$ cat config.mk
export PLATFORM = sky130hd
export DESIGN_NAME = fpmul_scheduler
export DESIGN_NICKNAME = d
export VERILOG_FILES = /design/src/rtl/fpmul_pkg.sv /design/src/rtl/rr_arb2.sv /design/src/rtl/fpmul_scheduler.sv
export SDC_FILE = /design/constraint.sdc
export NUM_CORES = 1
export LEC_CHECK = 0
export ABC_CLOCK_PERIOD_IN_PS = 3900
export CORE_MARGIN = 5
export CORE_UTILIZATION = 41
export DETAILED_ROUTE_END_ITERATION = 12
export HOLD_SLACK_MARGIN = 0.03
export PLACE_DENSITY = 0.82
export SLEW_MARGIN = 10
export SYNTH_ARGS = -nofsm -noshare
export SYNTH_HDL_FRONTEND = slang
export SYNTH_HIERARCHICAL = 1
export SYNTH_SLANG_ARGS = --single-unit
export TNS_END_PERCENT = 5
$ cat constraint.sdc
create_clock -name Clk -period 3.9 [get_ports Clk]
set_clock_uncertainty 0.2 [all_clocks]
set_input_delay 0.78 -clock Clk [delete_from_list [all_inputs] [get_ports Clk]]
set_output_delay 0.78 -clock Clk [all_outputs]
set_load 0.03 [all_outputs]
$ cat src/rtl/fpmul_pkg.sv
// Shared definitions for the floating-point multiply scheduler.
//   state_t      : scheduler FSM states (also exported on the debug port)
//   ADDR_*       : register map of the multiplier wrapper bus
//   START_BIT    : bit of the control word that kicks off a multiply
//   FLAG_LSB/W   : position of {OF,UF,NANF,INFF,DNF,ZF} in the status word
package fpmul_pkg;

    typedef enum logic [2:0] {
        ST_IDLE  = 3'd0,
        ST_WR_A  = 3'd1,
        ST_WR_B  = 3'd2,
        ST_START = 3'd3,
        ST_WAIT  = 3'd4,
        ST_RD_P  = 3'd5,
        ST_RD_S  = 3'd6,
        ST_RESP  = 3'd7
    } state_t;

    localparam logic [1:0] ADDR_OPA  = 2'b00;
    localparam logic [1:0] ADDR_OPB  = 2'b01;
    localparam logic [1:0] ADDR_CTRL = 2'b10;
    // Result is read back through the same address the control word is written to.
    localparam logic [1:0] ADDR_RES  = 2'b10;
    localparam logic [1:0] ADDR_STAT = 2'b11;

    localparam int          START_BIT  = 16;
    localparam logic [31:0] CTRL_START = 32'h1 << START_BIT;

    localparam int FLAG_LSB = 8;
    localparam int FLAG_W   = 6;

endpackage

$ cat src/rtl/rr_arb2.sv
// Two-way round-robin arbiter (combinational).
//   i_req[1:0] : request lines of requester 1 and 0
//   i_last     : ID of the requester served most recently
//   o_grant    : ID of the requester to serve next (meaningless when i_req == 0)
module rr_arb2 (
    input  logic [1:0] i_req,
    input  logic       i_last,
    output logic       o_grant
);

    always_comb begin
        o_grant = 1'b0;
        if (i_req == 2'b11) begin
            // Tie: hand the grant to whoever was not served last.
            o_grant = ~i_last;
        end else begin
            o_grant = i_req[1];
        end
    end

endmodule

$ cat src/rtl/fpmul_scheduler.sv
// Serialises multiply requests from two requesters onto one FP multiplier
// wrapper bus: writes both operands, starts the unit, waits for done (with
// timeout), reads result and status, then pulses the winner's Ack.
//
// Handshake: Req0/Req1 are levels held high until the matching one-cycle Ack;
// operands must stay stable while Req is high. A Req still high in the cycle
// after its Ack is a fresh request and competes in round-robin arbitration.
//
// Ports:
//   Clk, Rst              : clock, asynchronous active-high reset
//   Req0/1, OpA0/1, OpB0/1: requester inputs
//   Ack0/1, Result, Flags, Err : completion outputs, valid in the Ack cycle
//   Busy                  : high whenever the FSM is not idle
//   FpA, FpWE, FpWData    : wrapper bus master outputs
//   FpRData, FpDone       : wrapper read data (combinational) and done pulse
//   DbgState              : current FSM state for observation
module fpmul_scheduler
    import fpmul_pkg::*;
#(
    parameter int TIMEOUT = 64
) (
    input  logic        Clk,
    input  logic        Rst,
    input  logic        Req0,
    input  logic        Req1,
    input  logic [31:0] OpA0,
    input  logic [31:0] OpB0,
    input  logic [31:0] OpA1,
    input  logic [31:0] OpB1,
    output logic        Ack0,
    output logic        Ack1,
    output logic [31:0] Result,
    output logic [5:0]  Flags,
    output logic        Err,
    output logic        Busy,
    output logic [1:0]  FpA,
    output logic        FpWE,
    output logic [31:0] FpWData,
    input  logic [31:0] FpRData,
    input  logic        FpDone,
    output logic [2:0]  DbgState
);

    localparam int CW = $clog2(TIMEOUT + 1);

    state_t                r_state;
    logic                  r_winner;
    logic                  r_last;
    logic [CW-1:0]         r_cnt;
    logic                  r_ack0;
    logic                  r_ack1;
    logic [31:0]           r_result;
    logic [FLAG_W-1:0]     r_flags;
    logic                  r_err;
    logic [1:0]            r_fp_a;
    logic                  r_fp_we;
    logic [31:0]           r_fp_wdata;

    logic                  w_grant;
    logic [31:0]           w_grant_op_a;
    logic [31:0]           w_winner_op_b;

    rr_arb2 u_arb (
        .i_req   ({Req1, Req0}),
        .i_last  (r_last),
        .o_grant (w_grant)
    );

    // Operand A is written in the cycle right after arbitration, so it is
    // selected by the fresh grant; operand B one cycle later by the latched winner.
    assign w_grant_op_a  = w_grant  ? OpA1 : OpA0;
    assign w_winner_op_b = r_winner ? OpB1 : OpB0;

    always_ff @(posedge Clk or posedge Rst) begin
        if (Rst) begin
            r_state    <= ST_IDLE;
            r_winner   <= 1'b0;
            r_last     <= 1'b1;
            r_cnt      <= '0;
            r_ack0     <= 1'b0;
            r_ack1     <= 1'b0;
            r_result   <= '0;
            r_flags    <= '0;
            r_err      <= 1'b0;
            r_fp_a     <= '0;
            r_fp_we    <= 1'b0;
            r_fp_wdata <= '0;
        end else begin
            // Bus and Ack outputs are pulses: idle unless a state below drives them.
            r_ack0     <= 1'b0;
            r_ack1     <= 1'b0;
            r_fp_a     <= '0;
            r_fp_we    <= 1'b0;
            r_fp_wdata <= '0;
            case (r_state)
                ST_IDLE: begin
                    if (Req0 || Req1) begin
                        r_winner   <= w_grant;
                        r_state    <= ST_WR_A;
                        r_fp_a     <= ADDR_OPA;
                        r_fp_we    <= 1'b1;
                        r_fp_wdata <= w_grant_op_a;
                    end
                end
                ST_WR_A: begin
                    r_state    <= ST_WR_B;
                    r_fp_a     <= ADDR_OPB;
                    r_fp_we    <= 1'b1;
                    r_fp_wdata <= w_winner_op_b;
                end
                ST_WR_B: begin
                    r_state    <= ST_START;
                    r_fp_a     <= ADDR_CTRL;
                    r_fp_we    <= 1'b1;
                    r_fp_wdata <= CTRL_START;
                end
                ST_START: begin
                    r_state <= ST_WAIT;
                    r_cnt   <= '0;
                end
                ST_WAIT: begin
                    r_cnt <= r_cnt + CW'(1);
                    // Done wins over a timeout landing in the same cycle.
                    if (FpDone) begin
                        r_state <= ST_RD_P;
                        r_fp_a  <= ADDR_RES;
                    end else if (r_cnt == CW'(TIMEOUT - 1)) begin
                        r_state  <= ST_RESP;
                        r_err    <= 1'b1;
                        r_result <= '0;
                        r_flags  <= '0;
                        r_ack0   <= ~r_winner;
                        r_ack1   <= r_winner;
                    end
                end
                ST_RD_P: begin
                    r_result <= FpRData;
                    r_state  <= ST_RD_S;
                    r_fp_a   <= ADDR_STAT;
                end
                ST_RD_S: begin
                    r_flags <= FpRData[FLAG_LSB +: FLAG_W];
                    r_err   <= 1'b0;
                    r_state <= ST_RESP;
                    r_ack0  <= ~r_winner;
                    r_ack1  <= r_winner;
                end
                ST_RESP: begin
                    r_last  <= r_winner;
                    r_err   <= 1'b0;
                    r_state <= ST_IDLE;
                end
                default: r_state <= ST_IDLE;
            endcase
        end
    end

    assign Ack0     = r_ack0;
    assign Ack1     = r_ack1;
    assign Result   = r_result;
    assign Flags    = r_flags;
    assign Err      = r_err;
    assign Busy     = (r_state != ST_IDLE);
    assign FpA      = r_fp_a;
    assign FpWE     = r_fp_we;
    assign FpWData  = r_fp_wdata;
    assign DbgState = r_state;

endmodule

==> reports/metrics.cfg <==
[finish]
layout-drive-gt1-share = 0.0996
final_nets = 864
areaGrowthSynthToFinish_pct = 58.7
antenna_cells = 0
fillers = 895
fin_util = 0.666

[timing]
hold_violations = 0
tightest_slew_ns = 1.17
setup_tns_ns = 0
fmax_mhz = 338
fin_crit_sh = 0.758
relSlewSlack = 0.216
setup_violations = 0
drv_slew = 0
rsz0062_at_grt = false
min_period_ns = 2.96
hold_slack_ns = 0.347

[run]
cap_violations = 0

[setup_path]
worst_setup_path_end_kind = output pin
path_class = reg2out
worst-path-max-fanout = 15
crit_required_ns = 2.92
cp-start-kind = flip-flop
worst_ep_arrival_time_ns = 1.98

[placement]
routabilityCongestion = 0.873
place.detailed.hpwl_um = 13400
io_buffer_count = 244

[detailed_routing]
first_pass_iters = 5
detail_route.wl_per_cell_um = 21.0
routed_wl_um = 17800
num_vias = 4619
ant_nets = 0
drc_errors = 0
viasPerCell = 5.46
drtIter0Drc = 363

[cts]
cts_max_level = 3
cts_root_buffer = clkbuf_16
hold_buffers = 0
clock_path_buffers = 2
clkSinkCount = 88
post_cts_buffers = 0
cts.repair.resized = 0
numCtsBuffers = 9
cts_tree = done
clk_pin_slew_worst_paths_ns = 0.07
clock_latency_ns = 0.33

[synthesis]
yosysSeqAreaShare = 0.458
syn_area_um2 = 4810
synth.avg_cell_area_um2 = 10.1
ys_seq_elements = 88
yosysWarnings = 6
synth.distinct_cells = 46
syn_nets = 644
synth_flop_cell = dfrtp_1
postSynth.asyncResetShare = 1.00
syn_inst = 478
synth_enable_flop_cells = 0

[pwr]
p_per_area_nw_per_um2 = 673
p_leak_nw = 3.02
vdd_drop_max_mv = 0.376

[floorplanning]
start_util = 0.420
fp.dieH_um = 118
dieArea_um2 = 14000
core_um2 = 11500
num_rows = 39
dieWidth_um = 118
io_pins = 245

[global_routing]
grt_pass1_wl_um = 27400
gr-total-overflow = 0
antenna_found_initial = 0
grt_pass1_vias = 4794
grt_max_degree = 46
grt_usage = 0.243

[worst_hold_path]
hold_class = reg2reg

[outcome]
status = complete, no violations

synth_stat cells, types with 2 or more instances:
cell type  instances  area (um^2)
nor3_1             3         15.0
and3b_1            2         17.5
a211oi_1           4         30.0
clkbuf_1          32          120
nand3_1           34          170
o21ai_0           64          320
dfrtp_1           87         2180
nor3b_1            2         15.0
mux2_2             2         22.5
a21oi_1           12         60.1
a22oi_1            6         45.0
nand2_1           40          150
o311ai_0           6         52.6
nor2b_1           35          219
buf_1              3         11.3
and3_1             2         12.5
a31oi_1            3         18.8
buf_2              5         25.0
nor2_1             8         30.0
inv_1              2         7.51
nand2b_1           3         18.8
o22ai_2           29          363
a311oi_1           2         17.5
buf_6              4         45.0
o22ai_1            3         18.8
mux2i_1           63          631
and2_1             3         18.8
worst max-delay path, cell delays in order, from the launching register on:
cell and delay, ns:
dfrtp_1 0.55, or3_4 0.44, clkdlybuf4s50_1 0.65
path summary, 6_finish.rpt:
check / end / slack (ns) / startpoint / cells after the start
max: Busy / 0.94 / DbgState[1]$_DFFE_PP0P_ / 2
min: Result[4]$_DFFE_PP0P_ / 0.35 / Result[4]$_DFFE_PP0P_ / 2
max reg2reg: Result[25]$_DFFE_PP0P_ / 1.44 / r_cnt[0]$_DFFE_PP0P_ / 4
min reg2reg: Result[4]$_DFFE_PP0P_ / 0.35 / Result[4]$_DFFE_PP0P_ / 2
max in group asynchronous: FpWData[18]$_DFF_PP0_ / 2.10 / Rst / 3
min in group asynchronous: FpWData[29]$_DFF_PP0_ / 0.65 / Rst / 2
cell families (layout without fill, tap and decap cells):
logic type,after synthesis,in the layout,synth area share
AND/OR/NAND/NOR,139,139,0.149
AO/OA/AOI/OAI,136,136,0.205
flip-flops,88,88,0.458
multiplexers,66,66,0.139
buffers and inverters,47,272,0.0450
adder cells (fa/ha/maj),1,1,0.00260
XOR/XNOR,1,1,0.00182
layout make-up:
type	instances	area (um^2)	area share
well taps	143	179	0.0234
inverters	2	10.0	0.00131
repair buffers	254	2520	0.330
flip-flops and latches	88	2210	0.289
clock buffers	12	267	0.0349
clock inverters	4	51.3	0.00672
multi-input cells	343	2410	0.315
through the flow:
stage	worst slack (ns)	total power, mW	instances	area [um^2]
floorplan	0.643	3.19	478	4810
global placement	1.11	4.14	830	7320
detailed placement	1.05	4.24	830	7320
CTS	0.944	5.16	846	7640
global route	0.893	5.41	846	7640
finish	0.943	5.14	846	7640
cells in the final DEF (no fill, tap or decap), types with 3 or more instances in the layout:
master,n
clkdlybuf4s50_1,244
nor2_1,8
clkbuf_16,9
buf_4,10
o21ai_0,64
o22ai_2,29
nor2b_1,34
a31oi_1,3
mux2i_1,63
nand2_1,40
o22ai_1,3
and2_1,3
nand3_1,34
clkbuf_8,3
a21oi_1,12
a22oi_1,6
dfrtp_1,85
nor3_1,3
o311ai_0,6
a211oi_1,4
metal layers:
layer  share of wire  vias to the layer above  global-route usage
met5               0                        -                   0
met4           0.016                        0              0.0573
met3           0.053                       19              0.0487
met2            0.51                      184               0.433
met1            0.42                     2243               0.303
li1                -                     2173                   -
registers in the layout (all words and copies together), names as in the netlist:
register  flops
Ack0          1
Ack1          1
DbgState      3
Err           1
Flags         6
FpA           2
FpWData      32
FpWE          1
Result       32
r_cnt         7
r_last        1
r_winner      1
power by group:
group | switching [mW] | internal [mW]
clock | 0.363 | 0.550
sequential | 0.302 | 1.20
combinational | 1.52 | 1.20
(Power assumes the default switching activity.)
